===== src/rtl/div_arb_if.sv =====
// Purpose : bundles the request, divider and response signals of div_arb.
// Latency : none, wiring only.
// Backpressure: req_vld/req_rdy and rsp_vld/rsp_rdy handshakes; the divider side has none.
//
// Signal summary:
//   req_vld/req_rdy        per-requester valid and one-hot accept
//   req_dividend/divisor   packed operands, requester i at [i*DW +: DW]
//   div_in_vld/dividend/divisor  drive to the shared sequential divider
//   div_out_vld/quotient/remainder  result strobe from the divider
//   rsp_vld/rsp_rdy        response handshake
//   rsp_id/quotient/remainder/dbz/err  response payload
// Modports: slave = the arbiter's view, master = the environment's view.
interface div_arb_if #(
  parameter int DW   = 8,
  parameter int NREQ = 4
);
  localparam int IDW = $clog2(NREQ);

  logic [NREQ-1:0]    req_vld;
  logic [NREQ-1:0]    req_rdy;
  logic [NREQ*DW-1:0] req_dividend;
  logic [NREQ*DW-1:0] req_divisor;

  logic               div_in_vld;
  logic [DW-1:0]      div_dividend;
  logic [DW-1:0]      div_divisor;
  logic               div_out_vld;
  logic [DW-1:0]      div_quotient;
  logic [DW-1:0]      div_remainder;

  logic               rsp_vld;
  logic               rsp_rdy;
  logic [IDW-1:0]     rsp_id;
  logic [DW-1:0]      rsp_quotient;
  logic [DW-1:0]      rsp_remainder;
  logic               rsp_dbz;
  logic               rsp_err;

  modport slave (
    input  req_vld, req_dividend, req_divisor,
    input  div_out_vld, div_quotient, div_remainder,
    input  rsp_rdy,
    output req_rdy,
    output div_in_vld, div_dividend, div_divisor,
    output rsp_vld, rsp_id, rsp_quotient, rsp_remainder, rsp_dbz, rsp_err
  );

  modport master (
    output req_vld, req_dividend, req_divisor,
    output div_out_vld, div_quotient, div_remainder,
    output rsp_rdy,
    input  req_rdy,
    input  div_in_vld, div_dividend, div_divisor,
    input  rsp_vld, rsp_id, rsp_quotient, rsp_remainder, rsp_dbz, rsp_err
  );
endinterface


===== src/rtl/div_arb.sv =====
// Purpose : round-robin scheduler sharing one sequential radix-2 divider among NREQ requesters.
// Latency : accept at T -> div_in_vld T+1..T+DW+1, rsp_vld at T+DW+3; divide-by-zero rsp_vld at T+1.
// Backpressure: one job in flight; req_rdy only in IDLE, response held stable until rsp_rdy.
//
// Ports:
//   clk   rising-edge clock
//   rst   synchronous active-high reset; abandons any job without a response
//   bus   div_arb_if.slave: requester, divider and response signals
module div_arb #(
  parameter int DW   = 8,
  parameter int NREQ = 4,
  parameter int WDOG = 3
) (
  input  logic     clk,
  input  logic     rst,
  div_arb_if.slave bus
);

  localparam int IDW = $clog2(NREQ);
  localparam int RCW = $clog2(DW + 1);
  localparam int WCW = (WDOG > 1) ? $clog2(WDOG) : 1;

  localparam logic [1:0] S_IDLE = 2'd0;
  localparam logic [1:0] S_RUN  = 2'd1;
  localparam logic [1:0] S_WAIT = 2'd2;
  localparam logic [1:0] S_RESP = 2'd3;

  logic [1:0]     r_state;
  logic [IDW-1:0] r_last_grant;
  logic [RCW-1:0] r_run_cnt;
  logic [WCW-1:0] r_wait_cnt;
  logic [DW-1:0]  r_op_dividend;
  logic [DW-1:0]  r_op_divisor;
  logic [IDW-1:0] r_op_id;
  logic           r_div_in_vld;
  logic           r_rsp_vld;
  logic [DW-1:0]  r_rsp_quotient;
  logic [DW-1:0]  r_rsp_remainder;
  logic           r_rsp_dbz;
  logic           r_rsp_err;

  logic           w_grant_vld;
  logic [IDW-1:0] w_grant_idx;
  logic [NREQ-1:0] w_req_rdy;
  logic [DW-1:0]  w_sel_dividend;
  logic [DW-1:0]  w_sel_divisor;

  // Round-robin pick: the lowest pending index above the last grant wins;
  // if none, wrap around to the lowest pending index at or below it.
  always_comb begin
    w_grant_vld = 1'b0;
    w_grant_idx = '0;
    for (int i = 0; i < NREQ; i++) begin
      if (!w_grant_vld && bus.req_vld[i] && (IDW'(i) > r_last_grant)) begin
        w_grant_vld = 1'b1;
        w_grant_idx = IDW'(i);
      end
    end
    for (int i = 0; i < NREQ; i++) begin
      if (!w_grant_vld && bus.req_vld[i] && (IDW'(i) <= r_last_grant)) begin
        w_grant_vld = 1'b1;
        w_grant_idx = IDW'(i);
      end
    end
    // Only IDLE can take a new job.
    if (r_state != S_IDLE) begin
      w_grant_vld = 1'b0;
    end
  end

  always_comb begin
    w_req_rdy      = '0;
    w_sel_dividend = '0;
    w_sel_divisor  = '0;
    if (w_grant_vld) begin
      w_req_rdy[w_grant_idx] = 1'b1;
    end
    for (int i = 0; i < NREQ; i++) begin
      if (IDW'(i) == w_grant_idx) begin
        w_sel_dividend = bus.req_dividend[i*DW +: DW];
        w_sel_divisor  = bus.req_divisor[i*DW +: DW];
      end
    end
  end

  always_ff @(posedge clk) begin
    if (rst) begin
      r_state         <= S_IDLE;
      // Pointing at the last requester makes requester 0 first in line.
      r_last_grant    <= IDW'(NREQ - 1);
      r_run_cnt       <= '0;
      r_wait_cnt      <= '0;
      r_op_dividend   <= '0;
      r_op_divisor    <= '0;
      r_op_id         <= '0;
      r_div_in_vld    <= 1'b0;
      r_rsp_vld       <= 1'b0;
      r_rsp_quotient  <= '0;
      r_rsp_remainder <= '0;
      r_rsp_dbz       <= 1'b0;
      r_rsp_err       <= 1'b0;
    end else begin
      case (r_state)
        S_IDLE: begin
          if (w_grant_vld) begin
            r_op_dividend <= w_sel_dividend;
            r_op_divisor  <= w_sel_divisor;
            r_op_id       <= w_grant_idx;
            r_last_grant  <= w_grant_idx;
            if (w_sel_divisor == '0) begin
              // Divide-by-zero never touches the divider.
              r_state         <= S_RESP;
              r_rsp_vld       <= 1'b1;
              r_rsp_quotient  <= '1;
              r_rsp_remainder <= w_sel_dividend;
              r_rsp_dbz       <= 1'b1;
              r_rsp_err       <= 1'b0;
            end else begin
              r_state      <= S_RUN;
              r_run_cnt    <= '0;
              r_div_in_vld <= 1'b1;
            end
          end
        end

        S_RUN: begin
          // run_cnt walks 0..DW, giving DW+1 enable cycles.
          if (r_run_cnt == RCW'(DW)) begin
            r_state      <= S_WAIT;
            r_div_in_vld <= 1'b0;
            r_wait_cnt   <= '0;
          end else begin
            r_run_cnt <= r_run_cnt + 1'b1;
          end
        end

        S_WAIT: begin
          if (bus.div_out_vld) begin
            r_state         <= S_RESP;
            r_rsp_vld       <= 1'b1;
            r_rsp_quotient  <= bus.div_quotient;
            r_rsp_remainder <= bus.div_remainder;
            r_rsp_dbz       <= 1'b0;
            r_rsp_err       <= 1'b0;
          end else if (r_wait_cnt == WCW'(WDOG - 1)) begin
            // Result considered lost; report an error with zeroed payload.
            r_state         <= S_RESP;
            r_rsp_vld       <= 1'b1;
            r_rsp_quotient  <= '0;
            r_rsp_remainder <= '0;
            r_rsp_dbz       <= 1'b0;
            r_rsp_err       <= 1'b1;
          end else begin
            r_wait_cnt <= r_wait_cnt + 1'b1;
          end
        end

        S_RESP: begin
          if (bus.rsp_rdy) begin
            r_state   <= S_IDLE;
            r_rsp_vld <= 1'b0;
            r_rsp_dbz <= 1'b0;
            r_rsp_err <= 1'b0;
          end
        end

        default: begin
          r_state <= S_IDLE;
        end
      endcase
    end
  end

  assign bus.req_rdy       = w_req_rdy;
  assign bus.div_in_vld    = r_div_in_vld;
  assign bus.div_dividend  = r_op_dividend;
  assign bus.div_divisor   = r_op_divisor;
  assign bus.rsp_vld       = r_rsp_vld;
  assign bus.rsp_id        = r_op_id;
  assign bus.rsp_quotient  = r_rsp_quotient;
  assign bus.rsp_remainder = r_rsp_remainder;
  assign bus.rsp_dbz       = r_rsp_dbz;
  assign bus.rsp_err       = r_rsp_err;

endmodule


===== src/flat_wrapper.sv =====
// flat-port wrapper written by rule: the top's interface ports become plain ports
module div_arb_flat 
#(
  parameter int DW   = 8,
  parameter int NREQ = 4,
  parameter int WDOG = 3
)
  (clk, rst, bus_req_vld, bus_req_dividend, bus_req_divisor, bus_div_out_vld, bus_div_quotient, bus_div_remainder, bus_rsp_rdy, bus_req_rdy, bus_div_in_vld, bus_div_dividend, bus_div_divisor, bus_rsp_vld, bus_rsp_id, bus_rsp_quotient, bus_rsp_remainder, bus_rsp_dbz, bus_rsp_err);
  div_arb_if #(.DW(DW), .NREQ(NREQ)) bus_i ();
  input  logic clk;
  input  logic rst;
  input wire logic [$bits(bus_i.req_vld)-1:0] bus_req_vld;
  input wire logic [$bits(bus_i.req_dividend)-1:0] bus_req_dividend;
  input wire logic [$bits(bus_i.req_divisor)-1:0] bus_req_divisor;
  input wire logic [$bits(bus_i.div_out_vld)-1:0] bus_div_out_vld;
  input wire logic [$bits(bus_i.div_quotient)-1:0] bus_div_quotient;
  input wire logic [$bits(bus_i.div_remainder)-1:0] bus_div_remainder;
  input wire logic [$bits(bus_i.rsp_rdy)-1:0] bus_rsp_rdy;
  output wire logic [$bits(bus_i.req_rdy)-1:0] bus_req_rdy;
  output wire logic [$bits(bus_i.div_in_vld)-1:0] bus_div_in_vld;
  output wire logic [$bits(bus_i.div_dividend)-1:0] bus_div_dividend;
  output wire logic [$bits(bus_i.div_divisor)-1:0] bus_div_divisor;
  output wire logic [$bits(bus_i.rsp_vld)-1:0] bus_rsp_vld;
  output wire logic [$bits(bus_i.rsp_id)-1:0] bus_rsp_id;
  output wire logic [$bits(bus_i.rsp_quotient)-1:0] bus_rsp_quotient;
  output wire logic [$bits(bus_i.rsp_remainder)-1:0] bus_rsp_remainder;
  output wire logic [$bits(bus_i.rsp_dbz)-1:0] bus_rsp_dbz;
  output wire logic [$bits(bus_i.rsp_err)-1:0] bus_rsp_err;
  assign bus_i.req_vld = bus_req_vld;
  assign bus_i.req_dividend = bus_req_dividend;
  assign bus_i.req_divisor = bus_req_divisor;
  assign bus_i.div_out_vld = bus_div_out_vld;
  assign bus_i.div_quotient = bus_div_quotient;
  assign bus_i.div_remainder = bus_div_remainder;
  assign bus_i.rsp_rdy = bus_rsp_rdy;
  assign bus_req_rdy = bus_i.req_rdy;
  assign bus_div_in_vld = bus_i.div_in_vld;
  assign bus_div_dividend = bus_i.div_dividend;
  assign bus_div_divisor = bus_i.div_divisor;
  assign bus_rsp_vld = bus_i.rsp_vld;
  assign bus_rsp_id = bus_i.rsp_id;
  assign bus_rsp_quotient = bus_i.rsp_quotient;
  assign bus_rsp_remainder = bus_i.rsp_remainder;
  assign bus_rsp_dbz = bus_i.rsp_dbz;
  assign bus_rsp_err = bus_i.rsp_err;
  div_arb #(.DW(DW), .NREQ(NREQ), .WDOG(WDOG)) u_core (.clk(clk), .rst(rst), .bus(bus_i));
endmodule

===== config.mk =====
export PLATFORM = sky130hd
export DESIGN_NAME = div_arb_flat
export DESIGN_NICKNAME = d
export VERILOG_FILES = /design/src/rtl/div_arb_if.sv /design/src/rtl/div_arb.sv /design/src/flat_wrapper.sv
export SDC_FILE = /design/constraint.sdc
export NUM_CORES = 1
export LEC_CHECK = 0
export BUFFER_PORTS_ARGS = -buffer_cell sky130_fd_sc_hd__buf_4
export CAP_MARGIN = 20
export CORE_AREA = 3 3 116 118
export CTS_BUF_LIST = sky130_fd_sc_hd__clkbuf_4 sky130_fd_sc_hd__clkbuf_8
export DETAILED_ROUTE_END_ITERATION = 8
export DIE_AREA = 0 0 119 121
export SLEW_MARGIN = 15
export SYNTH_ARGS = -nofsm -noshare
export SYNTH_HDL_FRONTEND = slang
export SYNTH_SLANG_ARGS = --single-unit

===== constraint.sdc =====
create_clock -name clk -period 2.4 [get_ports clk]
set_input_delay 0.24 -clock clk [delete_from_list [all_inputs] [get_ports clk]]
set_output_delay 0.24 -clock clk [all_outputs]
set_load 0.005 [all_outputs]

# Word level (Yosys, flattened, before mapping)
# Index checks and enable logic that the tools add are counted.
# word_totals
register_bits	48
input_bits	88
out_inout_bits	42
word_cells	148
# classes
n_addsub	2
n_lt_le_gt_ge	10
n_eq_ne	17
mux	68
n_reduce_logical	38
# op_table
op	n
$mux W8	15
$pmux W8 S2	2
$mux W2	15
$mux W1	24
$reduce_and A4 Y1	5
$logic_and A1 B1 Y1	16
$mux W4	4
$ne A2 B2 Y1 const B	5
$pmux W1 S3	3
$logic_not A8 Y1	1
$pmux W2 S4	1
$pmux W4 S2	1
$reduce_bool A2 Y1	4
$logic_not A1 Y1	7
$eq A2 B2 Y1 const B	3
$ne A2 B1 Y1 const B	3
$reduce_and A5 Y1	1
$add A4 B1 Y4 const B	1
$eq A2 B2 Y1 const A	2
$eq A4 B4 Y1 const B	1
$gt A1 B2 Y1 const A	2
$gt A2 B2 Y1 const A	2
$le A1 B2 Y1 const A	2
$le A2 B2 Y1 const A	2
other kinds (12)	13

# Depth between registers and ports, before layout
# logic_depth
depth_word	40
ltp_mapped	12
ltp_nobuf	8

# Least setup slack after synthesis
# Ideal clock, no wire load.
# synth_timing
path_kind	reg-to-reg
start	register u_core.r_last_grant[0]
end	register u_core.r_rsp_quotient[4] (netlist: u_core.bus.rsp_quotient[4])
setup_ps	132
t_arrival_ps	2426
required_time_ps	2268
path_slack_ps	-157
path_stages_with_launch	13
period_less_slack_ps	2557
path_cell_list	dfxtp_1 > buf_2 > o2bb2ai_1 > a32o_1 > buf_6 > buf_6 > a21oi_2 > o2bb2ai_1 > nand4_2 > nor4_4 > a21o_2 > buf_6 > o32ai_1
# synth_via
elab_chain_len	39
elab_cells_between_ends	58
# synth_lines
item	line	source
from (decl)	div_arb.sv:29	logic [IDW-1:0] r_last_grant;
from (signal assigned)	div_arb.sv:90	r_last_grant <= IDW'(NREQ - 1);
from (signal assigned)	div_arb.sv:109	r_last_grant <= w_grant_idx;
$gt A1 B2 Y1	div_arb.sv:54	if (!w_grant_vld && bus.req_vld[i] && (IDW'(i) > r_last_grant)) begin
$logic_and A1 B1 Y1	div_arb.sv:54	
$mux W1	div_arb.sv:54	
$logic_not A1 Y1	div_arb.sv:54	
$logic_and A1 B1 Y1 (2 in a row)	div_arb.sv:54	
$mux W1	div_arb.sv:54	
$logic_not A1 Y1	div_arb.sv:54	
$logic_and A1 B1 Y1 (2 in a row)	div_arb.sv:54	
(+17 left out)	-	
$logic_not A1 Y1	div_arb.sv:60	if (!w_grant_vld && bus.req_vld[i] && (IDW'(i) <= r_last_grant)) begin
$logic_and A1 B1 Y1 (2 in a row)	div_arb.sv:60	
$mux W2	div_arb.sv:60	
$logic_not A2 Y1	div_arb.sv:79	if (IDW'(i) == w_grant_idx) begin
$mux W8 (4 in a row)	div_arb.sv:79	
$logic_not A8 Y1	div_arb.sv:110	if (w_sel_divisor == '0) begin
$ne A2 B1 Y1 (no source line)	-	
$reduce_and A4 Y1 (no source line) *	-	
to (signal assigned)	div_arb.sv:141	r_rsp_quotient <= bus.div_quotient;
to (decl)	div_arb.sv:37	logic [DW-1:0] r_rsp_quotient;
# Every way passes the cells marked *; elsewhere a longest branch is shown, timed or not.
# A chain may end at the register's enable or synchronous reset.

# Final worst setup path
# layout_timing
start	register u_core.r_last_grant[1]
end	register u_core.r_rsp_remainder[4] (netlist: u_core.bus.rsp_remainder[4])
# layout_via
elab_chain_len	39
elab_cells_between_ends	65
# layout_lines
item	line	source
$gt A1 B2 Y1	div_arb.sv:54	
$logic_and A1 B1 Y1	div_arb.sv:54	
$mux W1	div_arb.sv:54	
$logic_not A1 Y1	div_arb.sv:54	
$logic_and A1 B1 Y1 (2 in a row)	div_arb.sv:54	
$mux W1	div_arb.sv:54	
$logic_not A1 Y1	div_arb.sv:54	
$logic_and A1 B1 Y1 (2 in a row)	div_arb.sv:54	
(+17 left out)	-	
$logic_not A1 Y1	div_arb.sv:60	
$logic_and A1 B1 Y1 (2 in a row)	div_arb.sv:60	
$mux W2	div_arb.sv:60	
$logic_not A2 Y1	div_arb.sv:79	
$mux W8 (4 in a row)	div_arb.sv:79	
$logic_not A8 Y1 / $mux W8 (equally long branches)	div_arb.sv:110	
$ne A2 B1 Y1 (no source line) / $mux W8 (equally long branches)	-	
$reduce_and A4 Y1 (no source line) / $pmux W8 S2 (equally long branches)	-	
to (signal assigned)	div_arb.sv:115	r_rsp_remainder <= w_sel_dividend;
to (signal assigned)	div_arb.sv:142	r_rsp_remainder <= bus.div_remainder;
to (decl)	div_arb.sv:38	logic [DW-1:0] r_rsp_remainder;
# Several ways; a longest one is shown, not always the timed one. The select of a mux whose other input is x is not followed.

==> run_summary.xml <==
<?xml version="1.0" encoding="UTF-8"?>
<metrics>
  <group name="global_routing">
    <metric name="via_count_of_the_first_global_routing_pass" unit="">3544</metric>
    <metric name="antenna_found_initial" unit="">0</metric>
    <metric name="grt_pass1_wl" unit="um">17700</metric>
    <metric name="grt_start_max_net_pins" unit="">62</metric>
    <metric name="gr-total-overflow" unit="">0</metric>
    <metric name="grtUsageTotal" unit="%">14.8</metric>
  </group>
  <group name="worst_setup_path">
    <metric name="timing.setup.critical_path_class" unit="">reg2reg</metric>
    <metric name="cp_data_required_time" unit="ps">2570</metric>
    <metric name="crit_path_end_kind" unit="">register</metric>
    <metric name="setup.worst_path.start_class" unit="">register</metric>
    <metric name="arrival" unit="ps">2680</metric>
    <metric name="worst-path-max-fanout" unit="">8</metric>
  </group>
  <group name="floorplan">
    <metric name="die_width" unit="um">119</metric>
    <metric name="core" unit="um2">12600</metric>
    <metric name="die_height" unit="um">121</metric>
    <metric name="die-area" unit="um2">14400</metric>
    <metric name="placementRows" unit="">41</metric>
    <metric name="start_util" unit="%">24.9</metric>
    <metric name="floorplan.io_pins" unit="">130</metric>
  </group>
  <group name="cells_and_area">
    <metric name="drive_gt1_share" unit="%">46.2</metric>
    <metric name="antenna_cells" unit="">0</metric>
    <metric name="fin_nets" unit="">631</metric>
    <metric name="sequential_cell_area" unit="um2">968</metric>
    <metric name="design_area" unit="um2">5000</metric>
    <metric name="fillcell_total" unit="">1263</metric>
    <metric name="syn2layout_area_growth" unit="%">59.7</metric>
    <metric name="multi_input_combinational_cell_area" unit="um2">2200</metric>
    <metric name="utilization_of_the_core_after_routing" unit="%">39.8</metric>
  </group>
  <group name="pwr">
    <metric name="power_switching" unit="W">0.00191</metric>
    <metric name="report.power.total" unit="W">0.00474</metric>
    <metric name="swShare" unit="%">40.2</metric>
    <metric name="cell_internal_pwr" unit="W">0.00284</metric>
    <metric name="pwr-share-clk" unit="%">12.9</metric>
    <metric name="vdd.ir_drop.worst" unit="mV">0.441</metric>
    <metric name="static_leakage" unit="nW">2.12</metric>
    <metric name="seq_power_share" unit="%">27.2</metric>
    <metric name="powerDensity" unit="nW/um2">948</metric>
    <metric name="power.share.combinational" unit="%">59.9</metric>
  </group>
  <group name="synthesis">
    <metric name="synth-async-reset-ratio" unit="%">0</metric>
    <metric name="netlist_instances" unit="">379</metric>
    <metric name="synth_largest_type_area_fraction" unit="%">30.7</metric>
    <metric name="synth-edff-count" unit="">0</metric>
    <metric name="synth_ff_type" unit="">sky130_fd_sc_hd__dfxtp_1</metric>
    <metric name="yosys.cell_count.top_type" unit="">sky130_fd_sc_hd__dfxtp_1</metric>
    <metric name="mean_cell_area_of_the_mapped_netlist" unit="um2">8.26</metric>
    <metric name="synth_seq_cells" unit="">48</metric>
    <metric name="syn_nets" unit="">474</metric>
    <metric name="post_synth_design_cell_area" unit="um2">3130</metric>
    <metric name="yosysWarningCount" unit="">0</metric>
    <metric name="synth.lib_cells_used.distinct" unit="">56</metric>
    <metric name="synthDominantAreaCellType" unit="">sky130_fd_sc_hd__dfxtp_1</metric>
    <metric name="top_cells_by_area_in_the_synthesized_netlist" unit="">sky130_fd_sc_hd__dfxtp_1 31%, sky130_fd_sc_hd__a211oi_1 5.5%, sky130_fd_sc_hd__nor2_1 5.5%, sky130_fd_sc_hd__a311oi_1 2.8%, sky130_fd_sc_hd__ha_1 2.8%</metric>
    <metric name="synth-seq-area-share" unit="%">30.7</metric>
    <metric name="synthTopCellsByCount" unit="">48 x sky130_fd_sc_hd__dfxtp_1, 46 x sky130_fd_sc_hd__nor2_1, 23 x sky130_fd_sc_hd__a211oi_1, 21 x sky130_fd_sc_hd__nand2_1, 20 x sky130_fd_sc_hd__clkbuf_1</metric>
  </group>
  <group name="place">
    <metric name="port_buffers" unit="">129</metric>
    <metric name="dp_hpwl" unit="um">8300</metric>
    <metric name="placedInstanceArea" unit="um2">4500</metric>
    <metric name="routabilityCongestion" unit="">0.824</metric>
    <metric name="place_ws" unit="ps">-194</metric>
  </group>
  <group name="clock_tree">
    <metric name="clk_path_buf_depth" unit="">2</metric>
    <metric name="h_tree_depth_reported_by_cts" unit="">2</metric>
    <metric name="cts.reportedPaths.clkPinSlew" unit="ps">100</metric>
    <metric name="hold_buffers" unit="">0</metric>
    <metric name="cts_root_buf" unit="">sky130_fd_sc_hd__clkbuf_8</metric>
    <metric name="tritoncts" unit="">yes</metric>
    <metric name="numCtsBuffers" unit="">5</metric>
    <metric name="worstSkewPairLatency" unit="ps">310</metric>
    <metric name="clock_sink_count" unit="">48</metric>
  </group>
  <group name="routing">
    <metric name="route.antenna.remaining_nets" unit="">0</metric>
    <metric name="routed.top_layer" unit="">met4</metric>
    <metric name="route.final.wire_length" unit="um">11300</metric>
    <metric name="num_vias" unit="">3568</metric>
    <metric name="post_dr_wirelength_cell" unit="um">16.0</metric>
    <metric name="first_pass_iters" unit="">4</metric>
    <metric name="drt-met1-wl" unit="um">4930</metric>
    <metric name="drc_errors" unit="">0</metric>
    <metric name="met3_wirelength" unit="um">524</metric>
    <metric name="drt_iter0_drc" unit="">283</metric>
    <metric name="vias_per_cell" unit="">5.03</metric>
    <metric name="detailed_routed_wire_length_on_met2" unit="um">5740</metric>
  </group>
  <group name="sta">
    <metric name="final.setup.worst_slack" unit="ps">-111</metric>
    <metric name="fin_worst_skew" unit="ps">5.56</metric>
    <metric name="max-slew-margin-rel" unit="%">55.5</metric>
    <metric name="period_share" unit="%">105</metric>
    <metric name="number_of_pins_exceeding_their_max_slew_limit_in_the_final_report" unit="">0</metric>
    <metric name="final_period_minus_worst_setup_slack" unit="ps">2510</metric>
    <metric name="hold_viol" unit="">0</metric>
    <metric name="totalNegativeSetupSlack" unit="ps">-1910</metric>
    <metric name="tightest_slew" unit="ps">668</metric>
    <metric name="fmax" unit="MHz">398</metric>
    <metric name="grt_setup_unrepaired" unit="">true</metric>
    <metric name="finalSetupViolations" unit="">23</metric>
  </group>
  <group name="run_status">
    <metric name="violated_checks" unit="">setup timing</metric>
    <metric name="run_status" unit="">finished, violations left</metric>
  </group>
  <group name="job">
    <metric name="cap_viol_max_count" unit="">0</metric>
  </group>
  <group name="hold_path">
    <metric name="hold_class" unit="">in2reg</metric>
  </group>
</metrics>
-- cell usage in the layout, fill, tap and decap left out, types with 8 or more instances in the layout --
| cell type | Yosys | layout |
|---|---|---|
| sky130_fd_sc_hd__inv_1 | 9 | 9 |
| sky130_fd_sc_hd__nor2_1 | 46 | 45 |
| sky130_fd_sc_hd__a211oi_1 | 23 | 20 |
| sky130_fd_sc_hd__nand2b_1 | 14 | 14 |
| sky130_fd_sc_hd__o21ai_1 | 2 | 8 |
| sky130_fd_sc_hd__o211a_1 | 8 | 8 |
| sky130_fd_sc_hd__a21boi_0 | 9 | 8 |
| sky130_fd_sc_hd__nand2_1 | 21 | 20 |
| sky130_fd_sc_hd__buf_6 | 6 | 12 |
| sky130_fd_sc_hd__a22oi_1 | 9 | 9 |
| sky130_fd_sc_hd__buf_4 | 0 | 170 |
| sky130_fd_sc_hd__a311oi_1 | 10 | 10 |
| sky130_fd_sc_hd__o21ai_0 | 17 | 10 |
| sky130_fd_sc_hd__a221oi_1 | 9 | 9 |
| sky130_fd_sc_hd__a21oi_1 | 15 | 8 |
| sky130_fd_sc_hd__dfxtp_1 | 48 | 46 |
| sky130_fd_sc_hd__a2bb2oi_1 | 8 | 8 |
-- cells by family after synthesis --
group           Yosys count  share of synthesized area, %
compound gates          154                          37.9
fa+ha+maj                 7                          2.80
buf+inv                  45                          7.03
flops                    48                          30.7
mux                       6                          2.00
simple gates            119                          19.5
-- area by class of cell --
cell class              count  area share [%]
clock buffers               5            1.38
well taps                 172            4.31
repair buffers            186            29.3
inverters                   9           0.676
flip-flops and latches     48            19.4
multi-input cells         286            44.0
clock inverters             3           0.926
-- state kept, by name, summed over array words and instances, names as in the netlist --
| register | count |
|---|---|
| u_core.bus.div_in_vld | 1 |
| u_core.bus.rsp_remainder | 8 |
| u_core.r_wait_cnt | 2 |
| u_core.r_state | 2 |
| u_core.bus.rsp_dbz | 1 |
| u_core.bus.div_dividend | 8 |
| u_core.r_last_grant | 2 |
| u_core.bus.rsp_err | 1 |
| u_core.r_run_cnt | 4 |
| u_core.bus.rsp_vld | 1 |
| u_core.bus.div_divisor | 8 |
| u_core.bus.rsp_quotient | 8 |
| u_core.bus.rsp_id | 2 |
-- metal layers --
layer | global-route usage (%) | vias up
met1 | 19.4 | 1701
met5 | 0 | -
met3 | 2.80 | 11
li1 | - | 1753
met2 | 25.1 | 103
met4 | 3.98 | 0
-- critical path, cell delays in order, from the launching register on --
cell and delay, ps:
sky130_fd_sc_hd__dfxtp_4 390, sky130_fd_sc_hd__o2bb2ai_2 120, sky130_fd_sc_hd__a32o_2 330, sky130_fd_sc_hd__buf_6 150
sky130_fd_sc_hd__a21oi_2 110, sky130_fd_sc_hd__a211o_1 150, sky130_fd_sc_hd__nand4_1 190, sky130_fd_sc_hd__nor4_4 340
sky130_fd_sc_hd__buf_6 190, sky130_fd_sc_hd__a21o_4 160, sky130_fd_sc_hd__clkbuf_16 160, sky130_fd_sc_hd__a211oi_2 60
-- stage by stage --
stage                     instances  hold WS, ps
after CTS                       702          228
final                           709          226
after global placement          688          456
after global routing            709          247
after detailed placement        688          469
after floorplan                 379          423
-- power groups by stage --
stage / clock [W] / sequential, W / combinational [W]
global route: 0.000672 / 0.00132 / 0.00311
CTS: 0.000630 / 0.00128 / 0.00260
finish: 0.000614 / 0.00129 / 0.00284
detailed placement: 0 / 0.00128 / 0.00250
global placement: 0 / 0.00127 / 0.00246
floorplan: 0 / 0.00125 / 0.00144
-- what timing repair did --
action,CTS,global route
setup buffers,4,7
gates resized for setup,21,40
gates cloned,2,2
pin swaps,6,22
setup endpoints to repair,27,28
-- final timing paths --
| kind | from | end | slack (ps) | depth (start not counted) |
|---|---|---|---|---|
| min | bus_req_divisor[31] | u_core.bus.div_divisor[7] | 230 | 3 |
| max | u_core.r_last_grant[1] | u_core.bus.rsp_remainder[4] | -110 | 11 |
| max reg2reg | u_core.r_last_grant[1] | u_core.bus.rsp_remainder[4] | -110 | 11 |
| min reg2reg | u_core.bus.rsp_id[1] | u_core.bus.rsp_id[1] | 470 | 2 |
Note: power is estimated with default switching activity, not from simulation.
